$ cat src/rtl/rv32i_pkg.sv
// RV32I encoding constants shared by the decode stage: opcodes, funct3/funct7 values,
// op-flag bit positions and the class-enable record.
package rv32i_pkg;

    localparam logic [6:0] OPC_LUI      = 7'b0110111;
    localparam logic [6:0] OPC_AUIPC    = 7'b0010111;
    localparam logic [6:0] OPC_JAL      = 7'b1101111;
    localparam logic [6:0] OPC_JALR     = 7'b1100111;
    localparam logic [6:0] OPC_BRANCH   = 7'b1100011;
    localparam logic [6:0] OPC_LOAD     = 7'b0000011;
    localparam logic [6:0] OPC_STORE    = 7'b0100011;
    localparam logic [6:0] OPC_OP_IMM   = 7'b0010011;
    localparam logic [6:0] OPC_OP       = 7'b0110011;
    localparam logic [6:0] OPC_MISC_MEM = 7'b0001111;
    localparam logic [6:0] OPC_SYSTEM   = 7'b1110011;

    localparam logic [2:0] F3_000 = 3'b000;
    localparam logic [2:0] F3_001 = 3'b001;
    localparam logic [2:0] F3_010 = 3'b010;
    localparam logic [2:0] F3_011 = 3'b011;
    localparam logic [2:0] F3_100 = 3'b100;
    localparam logic [2:0] F3_101 = 3'b101;
    localparam logic [2:0] F3_110 = 3'b110;
    localparam logic [2:0] F3_111 = 3'b111;

    localparam logic [6:0] F7_BASE = 7'b0000000;
    localparam logic [6:0] F7_ALT  = 7'b0100000;

    localparam logic [31:0] INST_ECALL  = 32'h0000_0073;
    localparam logic [31:0] INST_EBREAK = 32'h0010_0073;

    // Op-flag bit positions; each class occupies a contiguous range.
    localparam int OP_LUI    = 0;
    localparam int OP_AUIPC  = 1;
    localparam int OP_JAL    = 2;
    localparam int OP_JALR   = 3;
    localparam int OP_BEQ    = 4;
    localparam int OP_BNE    = 5;
    localparam int OP_BLT    = 6;
    localparam int OP_BGE    = 7;
    localparam int OP_BLTU   = 8;
    localparam int OP_BGEU   = 9;
    localparam int OP_LB     = 10;
    localparam int OP_LH     = 11;
    localparam int OP_LW     = 12;
    localparam int OP_LBU    = 13;
    localparam int OP_LHU    = 14;
    localparam int OP_SB     = 15;
    localparam int OP_SH     = 16;
    localparam int OP_SW     = 17;
    localparam int OP_ADDI   = 18;
    localparam int OP_SLTI   = 19;
    localparam int OP_SLTIU  = 20;
    localparam int OP_XORI   = 21;
    localparam int OP_ORI    = 22;
    localparam int OP_ANDI   = 23;
    localparam int OP_SLLI   = 24;
    localparam int OP_SRLI   = 25;
    localparam int OP_SRAI   = 26;
    localparam int OP_ADD    = 27;
    localparam int OP_SUB    = 28;
    localparam int OP_SLL    = 29;
    localparam int OP_SLT    = 30;
    localparam int OP_SLTU   = 31;
    localparam int OP_XOR    = 32;
    localparam int OP_SRL    = 33;
    localparam int OP_SRA    = 34;
    localparam int OP_OR     = 35;
    localparam int OP_AND    = 36;
    localparam int OP_FENCE  = 37;
    localparam int OP_FENCEI = 38;
    localparam int OP_ECALL  = 39;
    localparam int OP_EBREAK = 40;
    localparam int OP_CSRRW  = 41;
    localparam int OP_CSRRS  = 42;
    localparam int OP_CSRRC  = 43;
    localparam int OP_CSRRWI = 44;
    localparam int OP_CSRRSI = 45;
    localparam int OP_CSRRCI = 46;
    localparam int NUM_OPS   = 47;

    localparam int NUM_CLS = 7;

    typedef struct packed {
        logic store;
        logic load;
        logic branch;
        logic jump;
        logic reg_op;
        logic imm;
        logic upper;
    } dec_cls_t;

endpackage

$ cat src/rtl/dec_swc_comb.sv
// Pure combinational RV32I decode: instruction word to one-hot op flags, class enables,
// register indices and raw (unextended) immediates.
module dec_swc_comb
    import rv32i_pkg::*;
(
    input  logic [31:0]        inst,
    output logic [NUM_OPS-1:0] ops,
    output logic [NUM_CLS-1:0] cls,
    output logic [4:0]         rs1,
    output logic [4:0]         rs2,
    output logic [4:0]         rd,
    output logic [11:0]        imm_i,
    output logic [11:0]        imm_s,
    output logic [12:0]        imm_b,
    output logic [20:0]        imm_j,
    output logic [19:0]        imm_u
);

    logic [6:0] opc;
    logic [2:0] f3;
    logic [6:0] f7;
    dec_cls_t   cls_s;

    assign opc = inst[6:0];
    assign f3  = inst[14:12];
    assign f7  = inst[31:25];

    assign rs2   = inst[24:20];
    assign rs1   = inst[19:15];
    assign rd    = inst[11:7];
    assign imm_i = inst[31:20];
    assign imm_s = {inst[31:25], inst[11:7]};
    assign imm_b = {inst[31], inst[7], inst[30:25], inst[11:8], 1'b0};
    assign imm_j = {inst[31], inst[19:12], inst[20], inst[30:21], 1'b0};
    assign imm_u = inst[31:12];

    // The full 7-bit opcode compare also enforces inst[1:0] == 2'b11.
    always_comb begin
        ops = '0;
        case (opc)
            OPC_LUI:   ops[OP_LUI]   = 1'b1;
            OPC_AUIPC: ops[OP_AUIPC] = 1'b1;
            OPC_JAL:   ops[OP_JAL]   = 1'b1;
            OPC_JALR:  ops[OP_JALR]  = (f3 == F3_000);
            OPC_BRANCH: begin
                case (f3)
                    F3_000:  ops[OP_BEQ]  = 1'b1;
                    F3_001:  ops[OP_BNE]  = 1'b1;
                    F3_100:  ops[OP_BLT]  = 1'b1;
                    F3_101:  ops[OP_BGE]  = 1'b1;
                    F3_110:  ops[OP_BLTU] = 1'b1;
                    F3_111:  ops[OP_BGEU] = 1'b1;
                    default: ;
                endcase
            end
            OPC_LOAD: begin
                case (f3)
                    F3_000:  ops[OP_LB]  = 1'b1;
                    F3_001:  ops[OP_LH]  = 1'b1;
                    F3_010:  ops[OP_LW]  = 1'b1;
                    F3_100:  ops[OP_LBU] = 1'b1;
                    F3_101:  ops[OP_LHU] = 1'b1;
                    default: ;
                endcase
            end
            OPC_STORE: begin
                case (f3)
                    F3_000:  ops[OP_SB] = 1'b1;
                    F3_001:  ops[OP_SH] = 1'b1;
                    F3_010:  ops[OP_SW] = 1'b1;
                    default: ;
                endcase
            end
            OPC_OP_IMM: begin
                case (f3)
                    F3_000: ops[OP_ADDI]  = 1'b1;
                    F3_010: ops[OP_SLTI]  = 1'b1;
                    F3_011: ops[OP_SLTIU] = 1'b1;
                    F3_100: ops[OP_XORI]  = 1'b1;
                    F3_110: ops[OP_ORI]   = 1'b1;
                    F3_111: ops[OP_ANDI]  = 1'b1;
                    F3_001: ops[OP_SLLI]  = (f7 == F7_BASE);
                    F3_101: begin
                        ops[OP_SRLI] = (f7 == F7_BASE);
                        ops[OP_SRAI] = (f7 == F7_ALT);
                    end
                    default: ;
                endcase
            end
            OPC_OP: begin
                if (f7 == F7_BASE) begin
                    case (f3)
                        F3_000: ops[OP_ADD]  = 1'b1;
                        F3_001: ops[OP_SLL]  = 1'b1;
                        F3_010: ops[OP_SLT]  = 1'b1;
                        F3_011: ops[OP_SLTU] = 1'b1;
                        F3_100: ops[OP_XOR]  = 1'b1;
                        F3_101: ops[OP_SRL]  = 1'b1;
                        F3_110: ops[OP_OR]   = 1'b1;
                        F3_111: ops[OP_AND]  = 1'b1;
                        default: ;
                    endcase
                end else if (f7 == F7_ALT) begin
                    ops[OP_SUB] = (f3 == F3_000);
                    ops[OP_SRA] = (f3 == F3_101);
                end
            end
            OPC_MISC_MEM: begin
                ops[OP_FENCE]  = (f3 == F3_000);
                ops[OP_FENCEI] = (f3 == F3_001);
            end
            OPC_SYSTEM: begin
                // ecall/ebreak match the whole word; f3=000 anything else is illegal.
                if (inst == INST_ECALL) begin
                    ops[OP_ECALL] = 1'b1;
                end else if (inst == INST_EBREAK) begin
                    ops[OP_EBREAK] = 1'b1;
                end else begin
                    case (f3)
                        F3_001:  ops[OP_CSRRW]  = 1'b1;
                        F3_010:  ops[OP_CSRRS]  = 1'b1;
                        F3_011:  ops[OP_CSRRC]  = 1'b1;
                        F3_101:  ops[OP_CSRRWI] = 1'b1;
                        F3_110:  ops[OP_CSRRSI] = 1'b1;
                        F3_111:  ops[OP_CSRRCI] = 1'b1;
                        default: ;
                    endcase
                end
            end
            default: ;
        endcase
    end

    assign cls_s.upper  = |ops[OP_AUIPC:OP_LUI];
    assign cls_s.jump   = |ops[OP_JALR:OP_JAL];
    assign cls_s.branch = |ops[OP_BGEU:OP_BEQ];
    assign cls_s.load   = |ops[OP_LHU:OP_LB];
    assign cls_s.store  = |ops[OP_SW:OP_SB];
    assign cls_s.imm    = |ops[OP_SRAI:OP_ADDI];
    assign cls_s.reg_op = |ops[OP_AND:OP_ADD];
    assign cls          = cls_s;

endmodule

$ cat src/rtl/dec_swc_unit.sv
// RV32I decode stage: registers the decode of inst_in when the phase counter reaches
// DEC_CYCLE and fetch is not stalled; every output holds otherwise.
module dec_swc_unit
    import rv32i_pkg::*;
#(
    parameter logic [3:0] DEC_CYCLE = 4'd1
) (
    input  logic        hclk,
    input  logic        hrstn,
    input  logic [3:0]  cycle_cnt,
    input  logic        ifu_dec_stall,
    input  logic [31:0] inst_in,
    output logic [31:0] inst_out,
    output logic        dec_lui,
    output logic        dec_auipc,
    output logic        dec_jal,
    output logic        dec_jalr,
    output logic        dec_beq,
    output logic        dec_bne,
    output logic        dec_blt,
    output logic        dec_bge,
    output logic        dec_bltu,
    output logic        dec_bgeu,
    output logic        dec_lb,
    output logic        dec_lh,
    output logic        dec_lw,
    output logic        dec_lbu,
    output logic        dec_lhu,
    output logic        dec_sb,
    output logic        dec_sh,
    output logic        dec_sw,
    output logic        dec_addi,
    output logic        dec_slti,
    output logic        dec_sltiu,
    output logic        dec_xori,
    output logic        dec_ori,
    output logic        dec_andi,
    output logic        dec_slli,
    output logic        dec_srli,
    output logic        dec_srai,
    output logic        dec_add,
    output logic        dec_sub,
    output logic        dec_sll,
    output logic        dec_slt,
    output logic        dec_sltu,
    output logic        dec_xor,
    output logic        dec_srl,
    output logic        dec_sra,
    output logic        dec_or,
    output logic        dec_and,
    output logic        dec_fence,
    output logic        dec_fence_i,
    output logic        dec_ecall,
    output logic        dec_ebreak,
    output logic        dec_csrrw,
    output logic        dec_csrrs,
    output logic        dec_csrrc,
    output logic        dec_csrrwi,
    output logic        dec_csrrsi,
    output logic        dec_csrrci,
    output logic        dec_upper_en,
    output logic        dec_imm_en,
    output logic        dec_reg_en,
    output logic        dec_jump_en,
    output logic        dec_branch_en,
    output logic        dec_load_en,
    output logic        dec_store_en,
    output logic [4:0]  dec_rs2,
    output logic [4:0]  dec_rs1,
    output logic [4:0]  dec_rd,
    output logic [11:0] dec_imm_type_i,
    output logic [11:0] dec_imm_type_s,
    output logic [12:0] dec_imm_type_b,
    output logic [20:0] dec_imm_type_j,
    output logic [19:0] dec_imm_type_u
);

    logic [NUM_OPS-1:0] ops_d, ops_q;
    logic [NUM_CLS-1:0] cls_d;
    dec_cls_t           cls_q;
    logic [4:0]         rs1_d, rs2_d, rd_d;
    logic [11:0]        imm_i_d, imm_s_d;
    logic [12:0]        imm_b_d;
    logic [20:0]        imm_j_d;
    logic [19:0]        imm_u_d;
    logic               cap;

    dec_swc_comb u_comb (
        .inst  (inst_in),
        .ops   (ops_d),
        .cls   (cls_d),
        .rs1   (rs1_d),
        .rs2   (rs2_d),
        .rd    (rd_d),
        .imm_i (imm_i_d),
        .imm_s (imm_s_d),
        .imm_b (imm_b_d),
        .imm_j (imm_j_d),
        .imm_u (imm_u_d)
    );

    assign cap = (cycle_cnt == DEC_CYCLE) && !ifu_dec_stall;

    always_ff @(posedge hclk) begin
        if (!hrstn) begin
            inst_out       <= '0;
            ops_q          <= '0;
            cls_q          <= '0;
            dec_rs1        <= '0;
            dec_rs2        <= '0;
            dec_rd         <= '0;
            dec_imm_type_i <= '0;
            dec_imm_type_s <= '0;
            dec_imm_type_b <= '0;
            dec_imm_type_j <= '0;
            dec_imm_type_u <= '0;
        end else if (cap) begin
            inst_out       <= inst_in;
            ops_q          <= ops_d;
            cls_q          <= cls_d;
            dec_rs1        <= rs1_d;
            dec_rs2        <= rs2_d;
            dec_rd         <= rd_d;
            dec_imm_type_i <= imm_i_d;
            dec_imm_type_s <= imm_s_d;
            dec_imm_type_b <= imm_b_d;
            dec_imm_type_j <= imm_j_d;
            dec_imm_type_u <= imm_u_d;
        end
    end

    assign dec_upper_en  = cls_q.upper;
    assign dec_imm_en    = cls_q.imm;
    assign dec_reg_en    = cls_q.reg_op;
    assign dec_jump_en   = cls_q.jump;
    assign dec_branch_en = cls_q.branch;
    assign dec_load_en   = cls_q.load;
    assign dec_store_en  = cls_q.store;

    assign dec_lui     = ops_q[OP_LUI];
    assign dec_auipc   = ops_q[OP_AUIPC];
    assign dec_jal     = ops_q[OP_JAL];
    assign dec_jalr    = ops_q[OP_JALR];
    assign dec_beq     = ops_q[OP_BEQ];
    assign dec_bne     = ops_q[OP_BNE];
    assign dec_blt     = ops_q[OP_BLT];
    assign dec_bge     = ops_q[OP_BGE];
    assign dec_bltu    = ops_q[OP_BLTU];
    assign dec_bgeu    = ops_q[OP_BGEU];
    assign dec_lb      = ops_q[OP_LB];
    assign dec_lh      = ops_q[OP_LH];
    assign dec_lw      = ops_q[OP_LW];
    assign dec_lbu     = ops_q[OP_LBU];
    assign dec_lhu     = ops_q[OP_LHU];
    assign dec_sb      = ops_q[OP_SB];
    assign dec_sh      = ops_q[OP_SH];
    assign dec_sw      = ops_q[OP_SW];
    assign dec_addi    = ops_q[OP_ADDI];
    assign dec_slti    = ops_q[OP_SLTI];
    assign dec_sltiu   = ops_q[OP_SLTIU];
    assign dec_xori    = ops_q[OP_XORI];
    assign dec_ori     = ops_q[OP_ORI];
    assign dec_andi    = ops_q[OP_ANDI];
    assign dec_slli    = ops_q[OP_SLLI];
    assign dec_srli    = ops_q[OP_SRLI];
    assign dec_srai    = ops_q[OP_SRAI];
    assign dec_add     = ops_q[OP_ADD];
    assign dec_sub     = ops_q[OP_SUB];
    assign dec_sll     = ops_q[OP_SLL];
    assign dec_slt     = ops_q[OP_SLT];
    assign dec_sltu    = ops_q[OP_SLTU];
    assign dec_xor     = ops_q[OP_XOR];
    assign dec_srl     = ops_q[OP_SRL];
    assign dec_sra     = ops_q[OP_SRA];
    assign dec_or      = ops_q[OP_OR];
    assign dec_and     = ops_q[OP_AND];
    assign dec_fence   = ops_q[OP_FENCE];
    assign dec_fence_i = ops_q[OP_FENCEI];
    assign dec_ecall   = ops_q[OP_ECALL];
    assign dec_ebreak  = ops_q[OP_EBREAK];
    assign dec_csrrw   = ops_q[OP_CSRRW];
    assign dec_csrrs   = ops_q[OP_CSRRS];
    assign dec_csrrc   = ops_q[OP_CSRRC];
    assign dec_csrrwi  = ops_q[OP_CSRRWI];
    assign dec_csrrsi  = ops_q[OP_CSRRSI];
    assign dec_csrrci  = ops_q[OP_CSRRCI];

endmodule

$ cat config.mk
export PLATFORM = sky130hd
export DESIGN_NAME = dec_swc_unit
export DESIGN_NICKNAME = d
export VERILOG_FILES = /design/src/rtl/rv32i_pkg.sv /design/src/rtl/dec_swc_comb.sv /design/src/rtl/dec_swc_unit.sv
export SDC_FILE = /design/constraint.sdc
export NUM_CORES = 1
export LEC_CHECK = 0
export ABC_AREA = 1
export CORE_ASPECT_RATIO = 1.75
export CORE_UTILIZATION = 36
export CTS_CLUSTER_DIAMETER = 150
export DETAILED_ROUTE_END_ITERATION = 10
export GPL_TIMING_DRIVEN = 0
export PLACE_DENSITY = 0.77
export SKIP_CTS_REPAIR_TIMING = 1
export SYNTH_ARGS = -nofsm -noshare
export SYNTH_HDL_FRONTEND = slang
export SYNTH_SLANG_ARGS = --single-unit
export TNS_END_PERCENT = 5
$ cat constraint.sdc
create_clock -name hclk -period 1.15 [get_ports hclk]
set_input_delay 0.23 -clock hclk [delete_from_list [all_inputs] [get_ports hclk]]
set_output_delay 0.23 -clock hclk [all_outputs]
set_load 0.03 [all_outputs]
==> flow_summary_export.csv <==
group,metric,value,unit
worst_setup_path,cpPeakStageDelay,0.41,ns
drt,via_per_inst,4.78,
sta,finalWorstSetupSlack,-0.0596,ns
logic_synthesis,ys_seq_area_share,41.8,%
drt,drt-pass1-iter-count,6,
place,preCtsSetupSlack,-0.869,ns
worst_setup_path,path_max_fanout,7,
place,place_congestion,0.905,
die,pin_count,218,
place,dpl.hpwl,10.8,mm
worst_setup_path,arrival,0.98,ns
place,io_buffers,215,
cells_and_area,nets,835,
die,initial_core_util,37.1,%
logic_synthesis,synth_cells,554,
logic_synthesis,synth_xor_area_share,0,%
logic_synthesis,syn_area_per_cell,7.43,um^2
logic_synthesis,synth_compound_area_share,13.1,%
drt,routedWlPerCell,15.5,um
cells_and_area,final_cell_mix,"135 x buf_6, 90 x buf_4, 90 x nand2_1",
logic_synthesis,yosys.area_share.adder,0,%
drt,vias,4456,
worst_setup_path,worstSetupPathType,"flip-flop to primary output",
die,die_w,82.9,um
cells_and_area,regArea,0.00181,mm^2
sta,finalCritPeriodShare,105,%
cells_and_area,antenna_cells,0,
power_and_ir_drop,pwr-share-comb,14.4,%
cells_and_area,drive_gt1_share,51.3,%
worst_setup_path,cp-start-kind,"flip-flop",
worst_setup_path,crit_chain,"buf_4 > buf_6",
power_and_ir_drop,power_density,974,mW/mm^2
power_and_ir_drop,clock_power_share,42.3,%
global_routing,grt_pass1_wl,20.5,mm
drt,ant_nets,0,
global_routing,grt_use_total,22.0,%
sta,setup_viol,102,
cells_and_area,area_growth,73.7,%
global_routing,grt_max_degree,17,
sta,skew,0,ns
clocking,clock-sinks,86,
flow_run,max_cap_violations,0,
sta,final_max_slew_viol_count,0,
sta,max_freq,0.827,GHz
worst_setup_path,crit_path_end_kind,"primary output",
global_routing,grt_pass1_vias,4059,
clocking,clockRootBuffer,"clkbuf_16",
clocking,cts_max_path_buffers,2,
global_routing,grt_remaining_overflow,0,
run_status,outcome,"finished with violations",
power_and_ir_drop,switchingPower,1.84,mW
power_and_ir_drop,total_power,6.97,mW
cells_and_area,multi_input_area,0.00167,mm^2
drt,drc,0,
cells_and_area,final_common_cell,"buf_6",
sta,period_needed,1.21,ns
cells_and_area,fill_cells,971,
die,core,0.0111,mm^2
die,die-area,0.0119,mm^2
global_routing,antenna_found_initial,0,
clocking,htree_levels,3,
logic_synthesis,synth_top_family_by_area,"buffers and inverters",
clocking,cts_buffers,9,
sta,hold_viol,0,
worst_setup_path,cp_slowest_cell,"dfxtp_4",
power_and_ir_drop,pwr-share-seq,43.3,%
die,fp-row-count,51,
logic_synthesis,synthMuxAreaShare,0,%
logic_synthesis,synth-seq-cells,86,
logic_synthesis,synth_cell_types,24,
power_and_ir_drop,p_int,5.12,mW
logic_synthesis,yosys_warnings,0,
clocking,clk_pin_slew_worst_paths,0.07,ns
logic_synthesis,synth_simple_gate_area_share,22.4,%
die,die_height,144,um
power_and_ir_drop,leakagePower,3.43,nW
worst_setup_path,cp.required,0.92,ns
power_and_ir_drop,ir_worst_vdd,0.00106,V
hold_path,hp-class,"input port to flip-flop",
sta,rsz0062_at_grt,"true",
logic_synthesis,netlist_area,0.00412,mm^2
clocking,clkLatencyLatePin,0.34,ns
clocking,cts_tree,"yes",
sta,hold_ws,0.207,ns
run_status,violations,"negative setup slack",
power_and_ir_drop,switching_share,26.5,%
drt,dr.first_iter.drc_count,220,
drt,wirelength,14.5,mm
## power by group through the flow
stage	sequential [mW]	combinational (mW)	clock (mW)
2_1_floorplan	3.17	0.435	0
3_3_place_gp	3.11	0.895	0
3_5_place_dp	3.11	0.908	0
4_1_cts	3.05	0.910	2.98
5_1_grt	3.02	1.06	3.13
6_report	3.01	1.00	2.95
## layer usage
| layer | global-route usage, % | up-vias | share of wire [%] |
|---|---|---|---|
| met5 | 0 | - | 0 |
| met4 | 12.0 | 0 | 3.8 |
| met3 | 4.71 | 38 | 6.1 |
| met2 | 42.6 | 211 | 55 |
| met1 | 21.4 | 2028 | 35 |
| li1 | - | 2179 | - |
## cell usage after synthesis, drive strengths merged
| library cell | number | area (um^2) |
|---|---|---|
| dfxtp | 86 | 1720 |
| buf | 105 | 772 |
| a211oi | 3 | 22.5 |
| clkbuf | 12 | 46.3 |
| conb | 1 | 3.75 |
| nand4 | 4 | 25.0 |
| nor3 | 8 | 61.3 |
| nand3 | 26 | 143 |
| a21oi | 63 | 315 |
| inv | 30 | 113 |
| o21ai | 40 | 200 |
| nor2 | 74 | 303 |
| nand3b | 2 | 15.0 |
| nand2 | 100 | 378 |
## layout make-up
class / instances / area share, %
buffer: 117 / 14.3
tap: 132 / 2.31
inverter: 30 / 1.75
timing repair buffer: 230 / 28.7
multi-input combinational: 322 / 23.4
sequential: 86 / 25.2
clock buffer: 9 / 3.15
clock inverter: 7 / 1.10
## through the flow
step | util (%) | setup TNS (ns) | area [um^2] | std cells
6_report | 64.4 | -3.13 | 7160 | 933
5_1_grt | 64.4 | -7.74 | 7160 | 933
4_1_cts | 60.7 | -126.76 | 6740 | 918
3_5_place_dp | 58.0 | -91.26 | 6440 | 902
3_3_place_gp | 58.0 | -86.82 | 6440 | 902
2_1_floorplan | - | 0 | 4120 | 555
## kinds of logic after synthesis
kind of cell           count (synthesis)
AOI/OAI and AO/OA                    106
other                                  1
and+or+nand+nor                      214
buffers and inverters                147
DFF                                   86
## registers in the layout (all words and copies together), names as in the netlist
register        count
dec_imm_en          1
dec_imm_type_j      1
dec_branch_en       1
dec_store_en        1
dec_reg_en          1
dec_upper_en        1
dec_jump_en         1
dec_load_en         1
ops_q              47
inst_out           31
## path summary, 6_finish.rpt
kind | from | to | slack (ns) | cells past startpoint
min reg2reg | ops_q[6] | ops_q[6] | 0.47 | 2
min | inst_in[27] | inst_out[27] | 0.21 | 3
max reg2reg | inst_out[16] | inst_out[16] | 0.41 | 2
max | inst_out[30] | dec_imm_type_u[18] | -0.06 | 2
## worst max-delay path, delay by kind of cell (launching register included)
| family | cells | cell delay (ns) |
|---|---|---|
| DFF | 1 | 0.41 |
| buffers and inverters | 2 | 0.23 |
(Power assumes the default switching activity.)
